$ cat config.mk
export PLATFORM = sky130hd
export DESIGN_NAME = wbc2axil_master
export DESIGN_NICKNAME = d
export VERILOG_FILES = /design/src/rtl/wbc2axil_master.sv
export SDC_FILE = /design/constraint.sdc
export NUM_CORES = 1
export LEC_CHECK = 0
export ABC_AREA = 1
export BUFFER_PORTS_ARGS = -buffer_cell sky130_fd_sc_hd__buf_2
export CORE_ASPECT_RATIO = 1.75
export CORE_MARGIN = 8
export CORE_UTILIZATION = 45
export CTS_BUF_LIST = sky130_fd_sc_hd__clkbuf_4 sky130_fd_sc_hd__clkbuf_8 sky130_fd_sc_hd__clkbuf_16
export CTS_CLUSTER_DIAMETER = 150
export DETAILED_ROUTE_END_ITERATION = 6
export PLACE_DENSITY = 0.79
export SLEW_MARGIN = 5
export SYNTH_ARGS = -nofsm -noshare
export SYNTH_HDL_FRONTEND = slang
export SYNTH_SLANG_ARGS = --single-unit
$ cat constraint.sdc
create_clock -name i_clk -period 2.82 [get_ports i_clk]
set_clock_uncertainty 0.05 [all_clocks]
set_input_delay 0.141 -clock i_clk [delete_from_list [all_inputs] [get_ports i_clk]]
set_output_delay 0.141 -clock i_clk [all_outputs]
set_load 0.01 [all_outputs]
$ cat src/rtl/wbc2axil_master.sv
// Wishbone classic (B3) slave to AXI4-Lite master bridge.
// One outstanding transaction. A per-request response timeout raises a WB error.
// If the WB cycle is abandoned, the AXI transaction is still driven to completion.
module wbc2axil_master #(
  parameter int AW      = 30,
  parameter int DW      = 32,
  parameter int TIMEOUT = 255
) (
  input  logic          i_clk,
  input  logic          i_reset,
  input  logic          i_scyc,
  input  logic          i_sstb,
  input  logic          i_swe,
  input  logic [AW-1:0] i_saddr,
  input  logic [DW-1:0] i_sdata,
  input  logic [3:0]    i_ssel,
  output logic          o_sack,
  output logic          o_serr,
  output logic [DW-1:0] o_sdata,
  output logic          o_axi_awvalid,
  input  logic          i_axi_awready,
  output logic [AW+1:0] o_axi_awaddr,
  output logic [2:0]    o_axi_awprot,
  output logic          o_axi_wvalid,
  input  logic          i_axi_wready,
  output logic [DW-1:0] o_axi_wdata,
  output logic [3:0]    o_axi_wstrb,
  input  logic          i_axi_bvalid,
  output logic          o_axi_bready,
  input  logic [1:0]    i_axi_bresp,
  output logic          o_axi_arvalid,
  input  logic          i_axi_arready,
  output logic [AW+1:0] o_axi_araddr,
  output logic [2:0]    o_axi_arprot,
  input  logic          i_axi_rvalid,
  output logic          o_axi_rready,
  input  logic [DW-1:0] i_axi_rdata,
  input  logic [1:0]    i_axi_rresp
);

  // Counter is just wide enough to reach TIMEOUT; it saturates at all-ones.
  localparam int            CW   = (TIMEOUT > 1) ? $clog2(TIMEOUT + 1) : 1;
  localparam logic [CW-1:0] TO_V = CW'(TIMEOUT);

  typedef enum logic [2:0] {
    S_IDLE, S_WREQ, S_WRESP, S_RREQ, S_RRESP, S_RESP, S_DRAIN
  } state_t;

  state_t        state_q, state_d;
  logic          awvalid_q, awvalid_d, wvalid_q, wvalid_d, arvalid_q, arvalid_d;
  logic          bready_q, bready_d, rready_q, rready_d;
  logic          sack_q, sack_d, serr_q, serr_d;
  logic          we_q, we_d, err_q, err_d;
  logic [AW-1:0] addr_q, addr_d;
  logic [DW-1:0] wdata_q, wdata_d, sdata_q, sdata_d;
  logic [3:0]    wstrb_q, wstrb_d;
  logic [CW-1:0] cnt_q, cnt_d;
  logic          busy, tmo;

  // Only resp[1] distinguishes OKAY/EXOKAY from SLVERR/DECERR.
  logic unused_ok;
  assign unused_ok = &{1'b0, i_axi_bresp[0], i_axi_rresp[0]};

  assign busy = (state_q == S_WREQ) || (state_q == S_WRESP) ||
                (state_q == S_RREQ) || (state_q == S_RRESP);
  assign tmo  = (TIMEOUT != 0) && (cnt_q >= TO_V);

  // State and datapath registers; reset drops every AXI valid/ready at once.
  always_ff @(posedge i_clk) begin
    if (i_reset) begin
      state_q   <= S_IDLE;
      awvalid_q <= 1'b0;
      wvalid_q  <= 1'b0;
      arvalid_q <= 1'b0;
      bready_q  <= 1'b0;
      rready_q  <= 1'b0;
      sack_q    <= 1'b0;
      serr_q    <= 1'b0;
      we_q      <= 1'b0;
      err_q     <= 1'b0;
      addr_q    <= '0;
      wdata_q   <= '0;
      sdata_q   <= '0;
      wstrb_q   <= '0;
      cnt_q     <= '0;
    end else begin
      state_q   <= state_d;
      awvalid_q <= awvalid_d;
      wvalid_q  <= wvalid_d;
      arvalid_q <= arvalid_d;
      bready_q  <= bready_d;
      rready_q  <= rready_d;
      sack_q    <= sack_d;
      serr_q    <= serr_d;
      we_q      <= we_d;
      err_q     <= err_d;
      addr_q    <= addr_d;
      wdata_q   <= wdata_d;
      sdata_q   <= sdata_d;
      wstrb_q   <= wstrb_d;
      cnt_q     <= cnt_d;
    end
  end

  // Next-state logic. Priority in wait states: response, then WB abort, then timeout.
  always_comb begin
    state_d   = state_q;
    awvalid_d = awvalid_q;
    wvalid_d  = wvalid_q;
    arvalid_d = arvalid_q;
    bready_d  = bready_q;
    rready_d  = rready_q;
    sack_d    = 1'b0;
    serr_d    = 1'b0;
    we_d      = we_q;
    err_d     = err_q;
    addr_d    = addr_q;
    wdata_d   = wdata_q;
    sdata_d   = sdata_q;
    wstrb_d   = wstrb_q;
    cnt_d     = cnt_q;

    if (busy && (cnt_q != '1)) cnt_d = cnt_q + CW'(1);

    case (state_q)
      S_IDLE: begin
        // The strobe seen during the ack cycle still belongs to the finished
        // request, so new requests are taken only once ack/err has dropped.
        if (i_scyc && i_sstb && !sack_q && !serr_q) begin
          addr_d = i_saddr;
          cnt_d  = '0;
          we_d   = i_swe;
          if (i_swe) begin
            wdata_d   = i_sdata;
            wstrb_d   = i_ssel;
            awvalid_d = 1'b1;
            wvalid_d  = 1'b1;
            state_d   = S_WREQ;
          end else begin
            arvalid_d = 1'b1;
            state_d   = S_RREQ;
          end
        end
      end

      S_WREQ: begin
        if (awvalid_q && i_axi_awready) awvalid_d = 1'b0;
        if (wvalid_q && i_axi_wready)   wvalid_d  = 1'b0;
        if (!i_scyc) begin
          state_d = S_DRAIN;
        end else if (!awvalid_d && !wvalid_d) begin
          bready_d = 1'b1;
          state_d  = S_WRESP;
        end else if (tmo) begin
          serr_d  = 1'b1;
          state_d = S_DRAIN;
        end
      end

      S_WRESP: begin
        if (i_axi_bvalid) begin
          bready_d = 1'b0;
          err_d    = i_axi_bresp[1];
          state_d  = i_scyc ? S_RESP : S_IDLE;
        end else if (!i_scyc) begin
          state_d = S_DRAIN;
        end else if (tmo) begin
          serr_d  = 1'b1;
          state_d = S_DRAIN;
        end
      end

      S_RREQ: begin
        if (i_axi_arready) arvalid_d = 1'b0;
        if (!i_scyc) begin
          state_d = S_DRAIN;
        end else if (i_axi_arready) begin
          rready_d = 1'b1;
          state_d  = S_RRESP;
        end else if (tmo) begin
          serr_d  = 1'b1;
          state_d = S_DRAIN;
        end
      end

      S_RRESP: begin
        if (i_axi_rvalid) begin
          rready_d = 1'b0;
          if (i_scyc) begin
            sdata_d = i_axi_rdata;
            err_d   = i_axi_rresp[1];
            state_d = S_RESP;
          end else begin
            state_d = S_IDLE;
          end
        end else if (!i_scyc) begin
          state_d = S_DRAIN;
        end else if (tmo) begin
          serr_d  = 1'b1;
          state_d = S_DRAIN;
        end
      end

      S_RESP: begin
        sack_d  = !err_q;
        serr_d  = err_q;
        state_d = S_IDLE;
      end

      S_DRAIN: begin
        // Finish outstanding address/data handshakes, then swallow the response.
        if (awvalid_q && i_axi_awready) awvalid_d = 1'b0;
        if (wvalid_q && i_axi_wready)   wvalid_d  = 1'b0;
        if (arvalid_q && i_axi_arready) arvalid_d = 1'b0;
        if (we_q) begin
          if (bready_q && i_axi_bvalid) begin
            bready_d = 1'b0;
            state_d  = S_IDLE;
          end else if (!awvalid_d && !wvalid_d) begin
            bready_d = 1'b1;
          end
        end else begin
          if (rready_q && i_axi_rvalid) begin
            rready_d = 1'b0;
            state_d  = S_IDLE;
          end else if (!arvalid_d) begin
            rready_d = 1'b1;
          end
        end
      end

      default: state_d = S_IDLE;
    endcase
  end

  assign o_sack        = sack_q;
  assign o_serr        = serr_q;
  assign o_sdata       = sdata_q;
  assign o_axi_awvalid = awvalid_q;
  assign o_axi_awaddr  = {addr_q, 2'b00};
  assign o_axi_awprot  = 3'b000;
  assign o_axi_wvalid  = wvalid_q;
  assign o_axi_wdata   = wdata_q;
  assign o_axi_wstrb   = wstrb_q;
  assign o_axi_bready  = bready_q;
  assign o_axi_arvalid = arvalid_q;
  assign o_axi_araddr  = {addr_q, 2'b00};
  assign o_axi_arprot  = 3'b000;
  assign o_axi_rready  = rready_q;

endmodule

; ---- Word level (Yosys, flattened, before mapping)
; Index checks and enable logic that the tools add are counted.
[word_totals]
out_inout_bits = 145
regBits = 118
input_bits = 112
wordCells = 139
[op_classes]
muxes = 61
n_eq_ne = 23
reduce_logical = 37
addsub = 1
bitwise = 1
order_cmp = 1
[ops]
columns = operator, n
row1 = $mux W3, 13
row2 = $mux W1, 36
row3 = $mux W8, 3
row4 = $ne A2 B2 Y1 const B, 11
row5 = $pmux W3 S6, 1
row6 = $pmux W1 S3, 5
row7 = $ne A3 B3 Y1 const B, 4
row8 = $reduce_and A3 Y1, 4
row9 = $reduce_and A6 Y1, 2
row10 = $reduce_bool A3 Y1, 4
row11 = $logic_and A1 B1 Y1, 11
row12 = $eq A3 B3 Y1 const B, 3
row13 = $add A8 B1 Y8 const B, 1
row14 = $ge A8 B8 Y1 const B, 1
row15 = $ne A8 B8 Y1 const B, 1
row16 = $reduce_and A4 Y1, 2
row17 = $logic_not A1 Y1, 7
row18 = $eq A3 B2 Y1 const B, 2
row19 = $pmux W1 S5, 1
row20 = $eq A3 B1 Y1 const B, 1
row21 = $logic_not A3 Y1, 1
row22 = $logic_or A1 B1 Y1, 3
row23 = $mux W2, 1
row24 = $ne A2 B1 Y1 const B, 1
row25 = 5 further kinds, 5

; ---- Logic depth before layout (Yosys ltp)
[depth]
ltp_word = 9
mapped_depth = 10
mapped_depth_nobuf = 10

; ---- Worst setup path before layout
; OpenSTA, ideal clock, no wires.
[synth_path]
path_type = flip-flop to flip-flop
startpoint = register state_q[0]
endpoint = register sdata_q[10] (netlist: o_sdata[10])
period_less_slack_ns = 1.425
slack_ns = 1.395
stages_incl_launch_ff = 9
arrival_time_ns = 1.255
n_path_buf = 2
setup_time_ns = 0.119
required_ns = 2.651
path_cell_list = dfxtp_1 -> nor2_4 -> nand2_4 -> inv_1 -> nand3_1 -> buf_4 -> buf_2 -> o21ai_0 -> a21oi_1
[synth_via]
elab_chain_len = 2
[synth_lines]
columns = item, line
row1 = from (decl), 49  ; state_t state_q, state_d;
row2 = from (signal assigned), 87  ; state_q <= state_d;
row3 = $eq A3 B3 Y1, 125  ; case (state_q)
row4 = $reduce_and A3 Y1 (no line), n/a
row5 = to (signal assigned), 99  ; sdata_q <= sdata_d;
row6 = to (decl), 55  ; logic [DW-1:0] wdata_q, wdata_d, sdata_q, sdata_d;
; No other way between the ends.
; A chain may end at the register's enable or synchronous reset.

; ---- Worst setup path in the final report
[layout_path]
startpoint = register state_q[0]
endpoint = register sdata_q[9] (netlist: o_sdata[9])
; Same word-level chain as after synthesis.

==> results.py <==
metrics = {
    "synthesis": {
        "syn_area_sq_um": 5090,
        "yosysUniqueCellTypes": 27,
        "postSynthCellCount": 691,
        "syn-mean-instance-area_sq_um": 7.37,
        "synth-seq-cells": 118,
        "ys_warn_count": 0,
        "seq_area_frac_synth": 0.464,
    },
    "place": {
        "gp_congestion": 0.913,
        "portBuffers": 244,
        "postPlaceCellArea_sq_um": 6100,
        "placedCellCount": 1004,
        "dp_hpwl_um": 11400,
        "pre_cts_ws_ns": 0.822,
    },
    "power": {
        "pwr-share-clk": 0.362,
        "powerDensity_nw_per_um2": 784,
        "fin_total_pwr_mw": 6.03,
        "internal_power_mw": 4.03,
        "switching_share": 0.331,
        "peakVddDrop_mv": 0.502,
        "seqPwrFrac": 0.349,
        "combPwrFrac": 0.290,
        "p_switching_mw": 2.00,
        "p_leak_nw": 3.75,
    },
    "sta": {
        "worst_pin_slew_ns": 0.741,
        "fin_crit_ns": 2.07,
        "rsz0062_at_grt": "false",
        "clock.fmax_mhz": 482,
        "finalCritPeriodShare": 0.735,
        "hold_violations": 0,
        "setup_ws_ns": 0.747,
        "fin_tns_setup_ns": 0,
        "maxSlewViolCount": 0,
        "relSlewSlack": 0.506,
        "hold_slack_ns": 0.0442,
        "setup_viol": 0,
    },
    "hold_path": {
        "holdPathStages": 4,
        "hold_class": "input port to register",
    },
    "worst_setup_path": {
        "endpoint_kind": "register",
        "crit_required_ns": 3.05,
        "endpoint": "o_sdata[9]",
        "crit_start": "state_q[0]",
        "rrSetupSlack_ns": 0.75,
        "critical_path_arrival_ns": 2.31,
        "path_cells": "nor2_4, nand2_4, inv_1, nand3_2, buf_12, o21ai_0, a21oi_1",
        "r2r_start": "state_q[0]",
        "r2r-end": "o_sdata[9]",
        "critPathKind": "register to register",
        "slowest_delay_ns": 0.42,
        "ff2ff_path_depth": 7,
        "critPathMaxFanout": 37,
        "crit_slowest_cell": "nand3_2",
        "critPathLaunchType": "register",
    },
    "final_layout": {
        "finalInstanceArea_sq_um": 7690,
        "final_nets": 1102,
        "fin_cells": 1135,
        "area_growth_syn_to_layout_pct": 51.0,
        "drive_gt1_frac": 0.292,
        "n_fill_cell": 849,
        "post-route-util": 0.693,
    },
    "floorplanning": {
        "io_pins": 257,
        "die_area_sq_um": 15100,
        "die_h_um": 157,
        "core_area_sq_um": 11100,
        "die_width_um": 96.4,
        "rows": 51,
        "start_util": 0.459,
    },
    "detailed_routing": {
        "via_per_inst": 5.03,
        "route.detailed.drc": 0,
        "ant_nets": 0,
        "routed_wl_um": 18300,
        "drt_iter0_markers": 218,
        "first_pass_iters": 5,
        "vias": 5714,
        "wl_per_cell_um": 16.1,
    },
    "global_routing": {
        "grt_pass1_vias": 5870,
        "gr-total-overflow": 0,
        "grt_first_pass_wirelength_um": 28000,
        "grt_max_degree": 57,
        "antenna_found_initial": 2,
        "track_usage": 0.235,
    },
    "outcome": {
        "outcome": "finished clean",
    },
    "cts": {
        "cts_tree": "yes",
        "insertion_delay_ns": 0.40,
        "cts_made_buffers": 17,
        "cts.sinks": 118,
        "clk_pin_slew_worst_paths_ns": 0.05,
        "cts_root_buf": "clkbuf_16",
        "cts_resized": 0,
        "cts_buffer_depth": 2,
        "cts_htree_levels": 4,
        "cts_setup_buffers": 0,
    },
    "flow_run": {
        "drv_cap": 0,
    },
}
-- logic make-up after synthesis --
kind of cell	after synthesis	synth area share
buf+inv	137	0.139
other cells	1	0.000736
xor+xnor	3	0.00516
compound gates	159	0.157
simple gates	272	0.232
fa+ha+maj	1	0.00246
flops	118	0.464
-- layout by cell type (no fill, tap or decap), types with 10 or more instances in the layout --
cell type and n:
clkbuf_16 17, buf_2 244, nand3_1 58, conb_1 10, dfxtp_1 118, nor2_1 91
nand2_1 101, a21oi_1 85, inv_1 57, o21ai_0 71, dlygate4sd3_1 98
-- routing by layer --
metal  global-route usage  share of wire  up-vias
li1                     -              -     2784
met1                0.232           0.34     2586
met2                0.412           0.53      280
met3               0.0753          0.083       62
met4                0.139          0.044        2
met5                    0        0.00055        -
-- power groups by stage --
stage	sequential, mW	clock [mW]	combinational, mW
after floorplan	2.21	0	1.07
after global placement	2.12	0	1.58
after detailed placement	2.12	0	1.60
after CTS	2.10	2.22	1.72
after global routing	2.14	2.29	1.93
final	2.10	2.18	1.75
-- layout make-up --
type                            instances  area [sq um]  share of cell area
Inverter                               59           221              0.0288
Clock inverter                          8           125              0.0163
Sequential cell                       118          2360               0.307
Clock buffer                           21           474              0.0617
Tap cell                              132           165              0.0215
Timing Repair Buffer                  348          2270               0.295
Antenna cell                            4          10.0             0.00130
Multi-Input combinational cell        445          2060               0.268
-- how the worst min path moves through the flow --
stage / start / end / slack [ns]
final: i_axi_awready / o_axi_awvalid / 0.04
after global routing: i_axi_awready / o_axi_awvalid / 0.06
after CTS: i_axi_awready / o_axi_awvalid / 0.03
after detailed placement: i_saddr[9] / addr_q[9] / 0.32
after global placement: i_saddr[0] / addr_q[0] / 0.31
after floorplan: i_saddr[28] / addr_q[28] / 0.23
-- synthesized netlist by cell type --
cell type | count | area share
dfxtp_1 | 118 | 0.46
nor2_1 | 91 | 0.067
inv_1 | 57 | 0.042
o22ai_1 | 1 | 0.0012
nand3_1 | 59 | 0.058
o21ai_1 | 2 | 0.0020
nand3b_1 | 2 | 0.0029
nor3_1 | 6 | 0.0059
buf_6 | 3 | 0.0066
buf_2 | 15 | 0.015
nand2_4 | 3 | 0.0066
nand2_2 | 1 | 0.0012
a21oi_1 | 85 | 0.084
nor2_2 | 2 | 0.0025
o21ai_0 | 71 | 0.070
nor2_4 | 2 | 0.0044
clkbuf_1 | 18 | 0.013
xor2_1 | 3 | 0.0052
nor2_8 | 1 | 0.0039
conb_1 | 1 | 0.00074
inv_2 | 2 | 0.0015
ha_1 | 1 | 0.0025
nand2_1 | 101 | 0.074
buf_4 | 41 | 0.060
buf_1 | 1 | 0.00074
or2_2 | 1 | 0.0012
nand4_1 | 3 | 0.0037
-- repair_timing --
item / in CTS / in global routing
hold buffers: 98 / 0
endpoints found under the hold margin: 98 / 0
setup endpoints to repair: 0 / 0
-- registers in the layout (all words and copies together) (netlist names) --
signal	cells
addr_q	30
cnt_q	8
err_q	1
o_axi_arvalid	1
o_axi_awvalid	1
o_axi_bready	1
o_axi_rready	1
o_axi_wdata	32
o_axi_wstrb	4
o_axi_wvalid	1
o_sack	1
o_sdata	32
o_serr	1
state_q	3
we_q	1
-- worst max-delay path: cells and delay by family, from the launching register on --
kind,cells,cell delay (ns)
buffers and inverters,2,0.47
and+or+nand+nor,3,0.74
DFF,1,0.38
AOI/OAI and AO/OA,2,0.30
Note: power is estimated with default switching activity, not from simulation.
